**config.mk**
```make
export PLATFORM = sky130hd
export DESIGN_NAME = bin2bcd_seq
export DESIGN_NICKNAME = d
export VERILOG_FILES = /design/src/rtl/bin2bcd_pkg.sv /design/src/rtl/bcd_add3.sv /design/src/rtl/bin2bcd_seq.sv
export SDC_FILE = /design/constraint.sdc
export NUM_CORES = 1
export LEC_CHECK = 0
export ABC_AREA = 1
export BUFFER_PORTS_ARGS = -buffer_cell sky130_fd_sc_hd__buf_2
export CAP_MARGIN = 15
export CELL_PAD_IN_SITES_DETAIL_PLACEMENT = 0
export CELL_PAD_IN_SITES_GLOBAL_PLACEMENT = 1
export CORE_AREA = 2 2 73 75
export CTS_BUF_LIST = sky130_fd_sc_hd__clkbuf_8
export DETAILED_ROUTE_END_ITERATION = 10
export DIE_AREA = 0 0 75 77
export PLACE_DENSITY = 0.75
export SYNTH_ARGS = -nofsm -noshare
export SYNTH_HDL_FRONTEND = slang
export SYNTH_SLANG_ARGS = --single-unit
```
**constraint.sdc**
```tcl
create_clock -name clk -period 1.7 [get_ports clk]
set_input_delay 0.425 -clock clk [delete_from_list [all_inputs] [get_ports clk]]
set_output_delay 0.425 -clock clk [all_outputs]
set_load 0.01 [all_outputs]
```
**src/rtl/bin2bcd_pkg.sv**
```systemverilog
// Shared definitions for the sequential binary-to-BCD converter:
// default sizing, the FSM state type and the BCD nibble type.
package bin2bcd_pkg;

    localparam int IN_W_DEF   = 9;
    localparam int DIGITS_DEF = 3;
    localparam int BCD_W      = 4;

    typedef enum logic [0:0] {
        IDLE  = 1'b0,
        SHIFT = 1'b1
    } state_t;

    typedef logic [BCD_W-1:0] nibble_t;

endpackage

```
**src/rtl/bcd_add3.sv**
```systemverilog
// Double-dabble correction cell: a BCD nibble of 5 or more gets +3 so that
// the following left shift carries correctly into the next decimal digit.
module bcd_add3
    import bin2bcd_pkg::*;
(
    input  nibble_t i_nib,
    output nibble_t o_nib
);

    // Conditional add-3 on a single 4-bit digit (wraps within 4 bits).
    always_comb begin
        o_nib = i_nib;
        if (i_nib >= 4'd5) begin
            o_nib = i_nib + 4'd3;
        end else begin
            o_nib = i_nib;
        end
    end

endmodule

```
**src/rtl/bin2bcd_seq.sv**
```systemverilog
// Sequential binary-to-BCD converter (shift-and-add-3, one bit per clock)
// with a start/busy/done handshake. Optional leading-zero blank flags are
// enabled with the macro BIN2BCD_BLANK_EN; without it, blank stays zero.
module bin2bcd_seq
    import bin2bcd_pkg::*;
#(
    parameter int IN_W   = IN_W_DEF,
    parameter int DIGITS = DIGITS_DEF
) (
    input  logic                  clk,
    input  logic                  rst,
    input  logic                  start,
    input  logic [IN_W-1:0]       bin_in,
    output logic                  busy,
    output logic                  done,
    output logic [BCD_W*DIGITS-1:0] bcd_out,
    output logic [DIGITS-1:0]     blank
);

    localparam int BCD_F = BCD_W * DIGITS;
    localparam int SH_W  = BCD_F + IN_W;
    localparam int CNT_W = (IN_W > 1) ? $clog2(IN_W) : 1;

    state_t             r_state;
    state_t             w_state_nx;
    logic [SH_W-1:0]    r_shift;
    logic [SH_W-1:0]    w_shift_nx;
    logic [CNT_W-1:0]   r_cnt;
    logic [CNT_W-1:0]   w_cnt_nx;
    logic               r_busy;
    logic               w_busy_nx;
    logic               r_done;
    logic               w_done_nx;
    logic [BCD_F-1:0]   r_bcd;
    logic [BCD_F-1:0]   w_bcd_nx;
    logic [DIGITS-1:0]  r_blank;
    logic [DIGITS-1:0]  w_blank_nx;

    logic [BCD_F-1:0]   w_corr_field;
    logic [SH_W-1:0]    w_corrected;
    logic [SH_W-1:0]    w_shifted;
    logic [DIGITS-1:0]  w_blank_calc;

    // One add-3 cell per BCD digit, operating on the current register contents.
    for (genvar g = 0; g < DIGITS; g++) begin : g_add3
        bcd_add3 u_add3 (
            .i_nib (r_shift[IN_W + g*BCD_W +: BCD_W]),
            .o_nib (w_corr_field[g*BCD_W +: BCD_W])
        );
    end

    assign w_corrected = {w_corr_field, r_shift[IN_W-1:0]};
    assign w_shifted   = w_corrected << 1;

`ifdef BIN2BCD_BLANK_EN
    // Blank a digit only when it and every higher digit are zero; ones never blanks.
    always_comb begin
        logic all_zero;
        all_zero     = 1'b1;
        w_blank_calc = {DIGITS{1'b0}};
        for (int i = DIGITS - 1; i > 0; i--) begin
            if (w_shifted[IN_W + i*BCD_W +: BCD_W] == 4'd0) begin
                all_zero = all_zero;
            end else begin
                all_zero = 1'b0;
            end
            w_blank_calc[i] = all_zero;
        end
    end
`else
    assign w_blank_calc = {DIGITS{1'b0}};
`endif

    // Next-state and next-output logic for the IDLE/SHIFT controller.
    always_comb begin
        w_state_nx = r_state;
        w_shift_nx = r_shift;
        w_cnt_nx   = r_cnt;
        w_busy_nx  = r_busy;
        w_done_nx  = 1'b0;
        w_bcd_nx   = r_bcd;
        w_blank_nx = r_blank;
        case (r_state)
            IDLE: begin
                w_busy_nx = 1'b0;
                if (start) begin
                    w_shift_nx = {{BCD_F{1'b0}}, bin_in};
                    w_cnt_nx   = {CNT_W{1'b0}};
                    w_busy_nx  = 1'b1;
                    w_state_nx = SHIFT;
                end else begin
                    w_state_nx = IDLE;
                end
            end
            SHIFT: begin
                w_shift_nx = w_shifted;
                w_cnt_nx   = r_cnt + {{(CNT_W-1){1'b0}}, 1'b1};
                // The shift taken while cnt == IN_W-1 is the last of IN_W shifts.
                if (r_cnt == CNT_W'(IN_W - 1)) begin
                    w_state_nx = IDLE;
                    w_busy_nx  = 1'b0;
                    w_done_nx  = 1'b1;
                    w_bcd_nx   = w_shifted[SH_W-1:IN_W];
                    w_blank_nx = w_blank_calc;
                end else begin
                    w_state_nx = SHIFT;
                end
            end
            default: begin
                w_state_nx = IDLE;
                w_busy_nx  = 1'b0;
            end
        endcase
    end

    // State and output registers with synchronous active-high reset.
    always_ff @(posedge clk) begin
        if (rst) begin
            r_state <= IDLE;
            r_shift <= {SH_W{1'b0}};
            r_cnt   <= {CNT_W{1'b0}};
            r_busy  <= 1'b0;
            r_done  <= 1'b0;
            r_bcd   <= {BCD_F{1'b0}};
            r_blank <= {DIGITS{1'b0}};
        end else begin
            r_state <= w_state_nx;
            r_shift <= w_shift_nx;
            r_cnt   <= w_cnt_nx;
            r_busy  <= w_busy_nx;
            r_done  <= w_done_nx;
            r_bcd   <= w_bcd_nx;
            r_blank <= w_blank_nx;
        end
    end

    assign busy    = r_busy;
    assign done    = r_done;
    assign bcd_out = r_bcd;
    assign blank   = r_blank;

endmodule

```
Word-level counts from Yosys, hierarchy flattened:

Index checks and enable logic that the tools add are counted.

* $add $sub $neg: 4
* multiply operators: 0
* div/mod/pow operators: 0
* $lt $le $gt $ge: 3
* equal/unequal tests: 3
* shift operators: 0
* multiplexer cells: 13
* bitwise operators: 1
* reductions and logical operators: 2

Operators with widths (number)
* one-hot mux 21 bit (2 select lines): 1
* 2-to-1 mux 21 bit: 1
* >= comparator 4 x 3 -> 1 bit (second input constant): 3
* 2-to-1 mux 4 bit: 3
* adder 4 x 2 -> 4 bit (second input constant): 2
* one-hot mux 4 bit (2 select lines): 1
* adder 4 x 1 -> 4 bit (second input constant): 1
* == test 4 bit (second input constant): 1
* 2-to-1 mux 1 bit: 4
* one-hot mux 1 bit (2 select lines): 2
* adder 3 x 2 -> 3 bit (second input constant): 1
* 2-to-1 mux 3 bit: 1
* != test 2 x 1 -> 1 bit (second input constant): 1
* != test 2 bit (second input constant): 1
* AND reduction 2 bit: 1
* OR reduction 2 bit: 1
* inverter 1 bit: 1

* register bits: 40
* bits in latches: 0
* memory bits (writable): 0
* ROM bits: 0
* bits of input ports: 12
* output and inout port bits: 17
* word-level logic and storage cells: 32
* memories: 0

Logic depth before layout (Yosys ltp):

Gate-level depths: netlist of run 1.

* word-level depth: 3
* mapped depth: 10
* depth with buffers taken out: 10

Hierarchy:

A second synthesis of run 1 with hierarchy kept.

* cell total of the unflattened synthesis: 288
* area total of the unflattened synthesis: 2107.0 sq um

By module, submodules not included
* bin2bcd_seq: instances 1, cells each 219, area each 1701.6 sq um, seq. area each 800.8 sq um
* bcd_add3: instances 3, cells each 23, area each 135.1 sq um, seq. area each 0.0 sq um

Worst setup path before layout of run 1:

OpenSTA, ideal clock, no wires.

* path type: register to register
* from: register r_shift[13]
* to: register r_bcd[5] (netlist: bcd_out[5])
* setup time: 109 ps
* arrival time: 1137 ps
* data required time: 1591 ps
* path slack: 454 ps
* stages on the path, launching flop included: 11
* path buffers: 0
* period minus slack after synthesis: 1246 ps
* cells stage by stage: dfxtp_1 inv_1 ha_1 inv_1 nand2_1 nand3_1 nand2_1 nand2_1 nand2_1 nand2_1 inv_1

* word-level cells in the longest chain between the ends: 2
* elaborated cells between the ends (all ways): 3
* those cells by class: 1 x add/sub; 1 x order compare; 1 x mux

Ends and longest elaborated chain
* start: declaration: RTL line bin2bcd_seq.sv:26 `logic [SH_W-1:0] r_shift;`
* start signal: assignment: RTL line bin2bcd_seq.sv:120 `r_shift <= {SH_W{1'b0}};`
* start signal: assignment: RTL line bin2bcd_seq.sv:128 `r_shift <= w_shift_nx;`
* adder 4 x 2 -> 4 bit / >= comparator 4 x 3 -> 1 bit (equally long branches): RTL line bcd_add3.sv:14, bcd_add3.sv:13
* 2-to-1 mux 4 bit (*): RTL line bcd_add3.sv:13 `if (i_nib >= 4'd5) begin`
* end signal: assignment: RTL line bin2bcd_seq.sv:124 `r_bcd <= {BCD_F{1'b0}};`
* end signal: assignment: RTL line bin2bcd_seq.sv:132 `r_bcd <= w_bcd_nx;`
* end: declaration: RTL line bin2bcd_seq.sv:34 `logic [BCD_F-1:0] r_bcd;`

Mark *: on every way between the ends. The rest lies on a longest branch, timed or not.
A chain may end at the register's enable or synchronous reset.

Final worst setup path of run 1:

Same ends and word-level chain as after synthesis.

==> results of run 1 <==
critical path, stage by stage, from the launching register on:
cell                      delay [ps]
sky130_fd_sc_hd__dfxtp_1         400
sky130_fd_sc_hd__inv_1           100
sky130_fd_sc_hd__ha_1            210
sky130_fd_sc_hd__inv_1            50
sky130_fd_sc_hd__nand2_1         100
sky130_fd_sc_hd__nand3_1         150
sky130_fd_sc_hd__nand2_1          80
sky130_fd_sc_hd__nand2_1          60
sky130_fd_sc_hd__nand2_1          50
sky130_fd_sc_hd__nand2_1          60
sky130_fd_sc_hd__inv_1            30
stage by stage:
stage,cell area [um^2],util
2_1_floorplan,1960,-
3_3_place_gp,2110,0.423
3_5_place_dp,2110,0.423
4_1_cts,2200,0.443
5_1_grt,2200,0.443
6_report,2200,0.443
Yosys cell counts:
cell / number / area, um^2
sky130_fd_sc_hd__nand3_1: 28 / 140
sky130_fd_sc_hd__buf_4: 7 / 52.6
sky130_fd_sc_hd__o21a_1: 1 / 7.51
sky130_fd_sc_hd__ha_1: 8 / 100
sky130_fd_sc_hd__inv_1: 35 / 131
sky130_fd_sc_hd__o21ai_0: 10 / 50.1
sky130_fd_sc_hd__nor2_1: 4 / 15.0
sky130_fd_sc_hd__conb_1: 1 / 3.75
sky130_fd_sc_hd__nand4_2: 1 / 12.5
sky130_fd_sc_hd__o211ai_1: 2 / 15.0
sky130_fd_sc_hd__buf_6: 4 / 45.0
sky130_fd_sc_hd__buf_2: 2 / 10.0
sky130_fd_sc_hd__a21oi_1: 16 / 80.1
sky130_fd_sc_hd__inv_2: 4 / 15.0
sky130_fd_sc_hd__dfxtp_1: 40 / 801
sky130_fd_sc_hd__nand2_1: 85 / 319
sky130_fd_sc_hd__o31ai_1: 1 / 7.51
sky130_fd_sc_hd__o21ai_1: 8 / 40.0
sky130_fd_sc_hd__clkbuf_1: 1 / 3.75
sky130_fd_sc_hd__a31oi_1: 1 / 6.26
sky130_fd_sc_hd__mux2i_1: 1 / 10.0
sky130_fd_sc_hd__nor2_4: 1 / 11.3
sky130_fd_sc_hd__nand2_4: 1 / 11.3
sky130_fd_sc_hd__nand4_1: 7 / 43.8
sky130_fd_sc_hd__a21oi_4: 1 / 16.3
flip-flops by register name (all words and copies together), names as in the netlist:
register	flops
r_shift	21
bcd_out	12
r_cnt	4
busy	1
done	1
r_state	1
layout make-up:
cell class                 instances  area (um^2)  area share
inverter                          39          146      0.0664
clock buffer                       7         96.3      0.0437
timing repair buffer              30          175      0.0795
sequential                        40          801       0.363
tap                               70         87.6      0.0398
multi-input combinational        179          897       0.407
layer usage:
| metal | up-vias | share of wire | GRT usage |
|---|---|---|---|
| met5 | - | 0 | 0 |
| met4 | 0 | 0.014 | 0.0554 |
| met3 | 5 | 0.043 | 0.0460 |
| met2 | 32 | 0.47 | 0.252 |
| met1 | 726 | 0.48 | 0.203 |
| li1 | 904 | - | - |
power by group through the flow:
stage          logic [uW]  registers (uW)  clock network (uW)
5_1_grt               156             974                 759
2_1_floorplan         115             986                   0
3_5_place_dp          139             993                   0
4_1_cts               140             972                 711
3_3_place_gp          139             993                   0
6_report              137             971                 689
worst min-delay path by stage:
stage                from          to  depth (start not counted)  slack, ps
5_1_grt         bin_in[0]  r_shift[0]                          3        410
2_1_floorplan    r_cnt[2]    r_cnt[2]                          1        430
4_1_cts         bin_in[0]  r_shift[0]                          3        400
3_5_place_dp   bcd_out[3]  bcd_out[3]                          2        440
3_3_place_gp   bcd_out[3]  bcd_out[3]                          2        430
6_report        bin_in[0]  r_shift[0]                          3        400
layout by cell type, fill, tap and decap left out, types with 4 or more instances in the layout:
cell	Yosys	routed
sky130_fd_sc_hd__nand2_1	85	85
sky130_fd_sc_hd__dfxtp_1	40	40
sky130_fd_sc_hd__inv_1	35	35
sky130_fd_sc_hd__nand3_1	28	28
sky130_fd_sc_hd__buf_2	2	25
sky130_fd_sc_hd__a21oi_1	16	16
sky130_fd_sc_hd__o21ai_0	10	10
sky130_fd_sc_hd__o21ai_1	8	8
sky130_fd_sc_hd__ha_1	8	8
sky130_fd_sc_hd__nand4_1	7	7
sky130_fd_sc_hd__clkbuf_8	0	7
sky130_fd_sc_hd__inv_2	4	4
sky130_fd_sc_hd__nor2_1	4	4
sky130_fd_sc_hd__buf_4	7	4
cell families after synthesis:
| logic type | Yosys count | share of synthesized area |
|---|---|---|
| and+or+nand+nor | 127 | 0.284 |
| AOI/OAI and AO/OA | 40 | 0.114 |
| muxes | 1 | 0.00514 |
| buffers and inverters | 53 | 0.132 |
| DFF | 40 | 0.411 |
| adders and majority gates | 8 | 0.0514 |
| other | 1 | 0.00192 |
==> summary.md, run 1 <==
| Metric | Value |
|---|---|
| Result of the run | `finished, final reports clean` |
| Root buf cell | `sky130_fd_sc_hd__clkbuf_8` |
| Origin of the worst setup path | `r_shift[13]` |
| Setup slack on the worst flop-to-flop path | `around 310 ps` |
| Number of standard cells after synthesis | `270` |
| Number of buffers inserted by post-CTS setup repair | `0` |
| Post-synthesis register bit count | `40` |
| FF-to-FF path depth | `10` |
| Launching element type of the critical path | `register` |
| Sequential cell area fraction in the yosys report | `0.411` |
| Clock latency of the later-clocked register in the worst-skew pair | `approximately 300 ps` |
| Power per cell area | `815 nW/um^2` |
| Number of vias per cell after detailed routing | `between 4 and 5` |
| Worst slack after detailed placement | `330 ps` |
| Clock tree skew after final layout | `5.81 ps` |
| Combined global-route utilization of all metal layers | `0.159` |
| I/O Pins | `29` |
| Number of port buffers | `25` |
| Internal Dissipation | `1370 uW` |
| Post-Route WL | `~4.0 mm` |
| Antenna violations before repair | `0` |
| Placeable Area | `roughly 5000 um^2` |
| Number of nets in the final layout | `between 300 and 400` |
| CTS resizes | `0` |
| DRC violation count after routing | `0` |
| Max-Cap Viols | `0` |
| Horizontal die dimension | `around 75 um` |
| CTS tree | `done` |
| Largest vdd supply drop | `~0.00034 V` |
| Cell area after synthesis | `approximately 1900 um^2` |
| Hold crit path type | `in -> reg` |
| Placement Rows | `26` |
| Largest net degree at the start of global routing | `18` |
| P_leak | `approximately 0.0010 uW` |
| Share of total power in the clock network | `0.383` |
| Routability-driven placement congestion ratio | `~0.8` |
| Data required time at the worst endpoint | `between 1500 and 2000 ps` |
| Destination of the worst register-to-register timing path | `bcd_out[5]` |
| Unrepaired setup endpoints after global routing | `false` |
| Switching Share | `0.239` |
| Num CTS Buffers | `5` |
| Detailed Route Iter0 Violations | `between 40 and 50` |
| Number of routed nets with antenna violations | `0` |
| Count of different cell masters after synthesis | `25` |
| Layout cells sized above 1 | `0.153` |
| First-pass GRT wire length | `between 6 and 7 mm` |
| Max FO, Critical Path | `5` |
| Number of non-filler instances in the completed layout | `approximately 370` |
| Initial core utilization | `0.391` |
| Router iterations before antenna repair | `4` |
| Placed wire-length estimate after detailed placement | `2.87 mm` |
| Period minus WS final | `1390 ps` |
| Deepest clock path buffer count | `2` |
| Worst setup EP type | `register` |
| GRT overflow | `0` |
| Critical path type | `reg -> reg` |
| Average wire per cell in the routed design | `approximately 11 um` |
| Number of buffers added to fix hold violations after cts | `0` |
| Slew Viols, Final | `0` |
| Number of global-route vias before repair | `1,520` |
| Total Neg Setup Slack | `0 ps` |
| Final worst path period share | `0.820` |
| Highest achievable clock rate | `between 700 and 800 MHz` |
| Switch Pwr | `roughly 430 uW` |
| Register clock-pin slew on the reported worst setup and hold paths | `80 ps` |
| Worst reg2reg path startpoint | `r_shift[13]` |
| Antenna cells | `0` |
| Number of inserted filler cells in the final layout | `between 500 and 600` |
| DR vias | `between 1,500 and 2,000` |
| Hold violation total from the final report | `0` |
| Area growth, synth to finish | `13.1%` |
| Post-route worst setup slack | `306 ps` |
| Final count of negative-setup-slack endpoints | `0` |
| Worst hold-check slack | `approximately 400 ps` |
| CP Data Arrival Time | `~1600 ps` |
| Die area | `a little under 6000 um^2` |
| Cell total after placement | `between 300 and 400` |
| Die Height | `77 um` |
| Logic pwr share | `0.076` |
| Sequential share of power | `0.541` |
| Syn. warnings | `0` |
| Average footprint of a synthesized cell | `7.22 um^2` |
| Clock sink count | `40` |
| Number of levels the H-tree was split into | `2` |
| Setup crit end | `bcd_out[5]` |
| Total power consumption of the routed design | `~1800 uW` |
Note: power is estimated with default switching activity, not from simulation.
==> run 2: changes to the inputs <==
--- a/config.mk
+++ b/config.mk
@@ -10,10 +10,10 @@
 export CAP_MARGIN = 15
 export CELL_PAD_IN_SITES_DETAIL_PLACEMENT = 0
 export CELL_PAD_IN_SITES_GLOBAL_PLACEMENT = 1
-export CORE_AREA = 2 2 73 75
+export CORE_AREA = 2 2 75 77
 export CTS_BUF_LIST = sky130_fd_sc_hd__clkbuf_8
 export DETAILED_ROUTE_END_ITERATION = 10
-export DIE_AREA = 0 0 75 77
+export DIE_AREA = 0 0 77 79
 export PLACE_DENSITY = 0.75
 export SYNTH_ARGS = -nofsm -noshare
 export SYNTH_HDL_FRONTEND = slang
==> constraint.sdc (replaced) <==
create_clock -name clk -period 1.2 [get_ports clk]
set_input_delay 0.3 -clock clk [delete_from_list [all_inputs] [get_ports clk]]
set_output_delay 0.3 -clock clk [all_outputs]
set_load 0.01 [all_outputs]
==> run 2 against run 1 <==
Register-to-register slack got worse by 270 ps; sequential power is 41% higher; non-clock buffer count is 24 higher; critical path depth down 3; die area grew 5.3%; clock-buffer cell count down 1; global-route usage shrank 0.98 points; sequential share of layout area decreased by 4.3 points; final area grew 15%; critical path type unchanged.
==> summary.md, run 2 (synthesis results as in run 1) <==
| Metric | Value |
|---|---|
| FF-to-FF path depth | `7` |
| Flip-flop count of the largest register, all copies and words added | `21` |
| CTS tree | `done` |
| Router iterations before antenna repair | `4` |
| Slew Viols, Final | `0` |
| Launching element type of the critical path | `register` |
| Final count of negative-setup-slack endpoints | `0` |
| Destination of the worst register-to-register timing path | `r_shift[18]` |
| Final worst path period share | `0.972` |
| Antenna cells | `0` |
| Clock tree skew after final layout | `6.21 ps` |
| Placement Rows | `27` |
| Setup crit end | `r_shift[18]` |
| Combined global-route utilization of all metal layers | `0.149` |
| Die area | `around 6000 um^2` |
| Num CTS Buffers | `5` |
| DRC violation count after routing | `0` |
| Horizontal die dimension | `77 um` |
| DR vias | `~1,800` |
| Number of vias per cell after detailed routing | `4.55` |
| GRT overflow | `0` |
| Register name with the most flops | `r_shift` |
| Worst slack after detailed placement | `-70.2 ps` |
| Worst hold-check slack | `287 ps` |
| Clock latency of the later-clocked register in the worst-skew pair | `290 ps` |
| Origin of the worst setup path | `r_shift[17]` |
| CP Data Arrival Time | `between 1000 and 1500 ps` |
| Post-route worst setup slack | `34.0 ps` |
| Hold violation total from the final report | `0` |
| Deepest clock path buffer count | `2` |
| Max FO, Critical Path | `3` |
| Detailed Route Iter0 Violations | `92` |
| Clock sink count | `40` |
| Highest achievable clock rate | `between 800 and 900 MHz` |
| Power per cell area | `between 1000 and 1500 nW/um^2` |
| Max-Cap Viols | `0` |
| I/O Pins | `29` |
| Number of port buffers | `25` |
| Number of buffers added to fix hold violations after cts | `0` |
| Largest vdd supply drop | `0.000577 V` |
| Most frequent cells in the layout | `sky130_fd_sc_hd__nand2_1 (75), sky130_fd_sc_hd__dfxtp_1 (31), sky130_fd_sc_hd__buf_4 (27)` |
| Number of routed nets with antenna violations | `0` |
| Largest net degree at the start of global routing | `18` |
| Data required time at the worst endpoint | `between 1000 and 1500 ps` |
| Number of inserted filler cells in the final layout | `approximately 570` |
| Root buf cell | `sky130_fd_sc_hd__clkbuf_8` |
| Unrepaired setup endpoints after global routing | `true` |
| Die Height | `just under 80 um` |
| Routability-driven placement congestion ratio | `about 0.84` |
| Layout cells sized above 1 | `0.347` |
| P_leak | `0.00122 uW` |
| Number of nets in the final layout | `339` |
| Critical path type | `reg -> reg` |
| Placeable Area | `approximately 5300 um^2` |
| Worst setup EP type | `register` |
| Placed wire-length estimate after detailed placement | `just under 3 mm` |
| Setup slack on the worst flop-to-flop path | `around 34 ps` |
| Result of the run | `finished, final reports clean` |
| Total power consumption of the routed design | `around 2500 uW` |
| Hold wc startpoint | `bin_in[0]` |
| Number of levels the H-tree was split into | `2` |
| Number of global-route vias before repair | `~1,700` |
| First-pass GRT wire length | `about 7.3 mm` |
| Worst reg2reg path startpoint | `r_shift[17]` |
| Average wire per cell in the routed design | `10.8 um` |
| Initial core utilization | `0.365` |
| Post-Route WL | `4.22 mm` |
| Hold crit path type | `in -> reg` |
| Period minus WS final | `1170 ps` |
| Leading cell type in the layout, fill and taps excluded | `sky130_fd_sc_hd__nand2_1` |
| Register clock-pin slew on the reported worst setup and hold paths | `about 80 ps` |
| Antenna violations before repair | `0` |
| Area growth, synth to finish | `30.3%` |
run 2: changes by cell type in the layout (fill, tap and decap cells not counted), moves of 3 or more:
cell / delta
sky130_fd_sc_hd__ha_4: +3
sky130_fd_sc_hd__dfxtp_1: -9
sky130_fd_sc_hd__o21ai_1: +3
sky130_fd_sc_hd__inv_1: -10
sky130_fd_sc_hd__nand3_1: -4
sky130_fd_sc_hd__inv_4: +3
sky130_fd_sc_hd__nand2_2: +8
sky130_fd_sc_hd__nand2_1: -10
sky130_fd_sc_hd__ha_2: +3
sky130_fd_sc_hd__dfxtp_2: +8
sky130_fd_sc_hd__o21ai_0: -3
sky130_fd_sc_hd__inv_2: +7
sky130_fd_sc_hd__buf_4: +23
sky130_fd_sc_hd__ha_1: -6
run 2: where the power goes:
group	total, uW	switching [uW]	internal (uW)
sequential	1370	19.9	1350
combinational	237	137	101
clock	931	472	459
run 2: how the worst min path moves through the flow:
stage	end	slack (ps)	depth (start not counted)
CTS	r_shift[0]	290	3
detailed placement	bcd_out[3]	430	2
global placement	bcd_out[3]	430	2
finish	r_shift[0]	290	3
floorplan	r_cnt[2]	430	1
global route	r_shift[0]	300	3
run 2: repair_timing:
item                                    CTS  global route
endpoints found under the setup margin   14            23
setup buffers                             0             1
gates resized for setup                  10            45
pin swaps                                 4            12
run 2: metrics by stage:
step	setup TNS (ps)	util	instance area, um^2	instances
final	0	0.476	2540	392
after global routing	-180	0.476	2540	392
after detailed placement	-314	0.429	2290	383
after CTS	0	0.450	2400	391
after global placement	-170	0.429	2290	383
after floorplan	0	-	1960	272
run 2: per-layer routing:
layer	up-vias	share of wire	track usage
met1	807	0.48	0.197
li1	954	-	-
met2	19	0.48	0.251
met5	-	0	0
met3	5	0.027	0.0273
met4	0	0.0095	0.0429
run 2: final cells by class:
type                       instances  area (um^2)  share of cell area
tap                               72         90.1              0.0355
inverter                          39          154              0.0606
clock inverter                     2         10.0             0.00394
clock buffer                       6         82.6              0.0325
timing repair buffer              54          359               0.141
sequential                        40          815               0.321
multi-input combinational        179         1030               0.405
run 2: critical path, cell delays in order, from the launching register on:
cell                      delay [ps]
sky130_fd_sc_hd__dfxtp_2         330
sky130_fd_sc_hd__buf_4           130
sky130_fd_sc_hd__ha_2            180
sky130_fd_sc_hd__nand2_2          90
sky130_fd_sc_hd__nand3_2         100
sky130_fd_sc_hd__nand2_2          90
sky130_fd_sc_hd__nand3_2          60
sky130_fd_sc_hd__a21oi_1         130
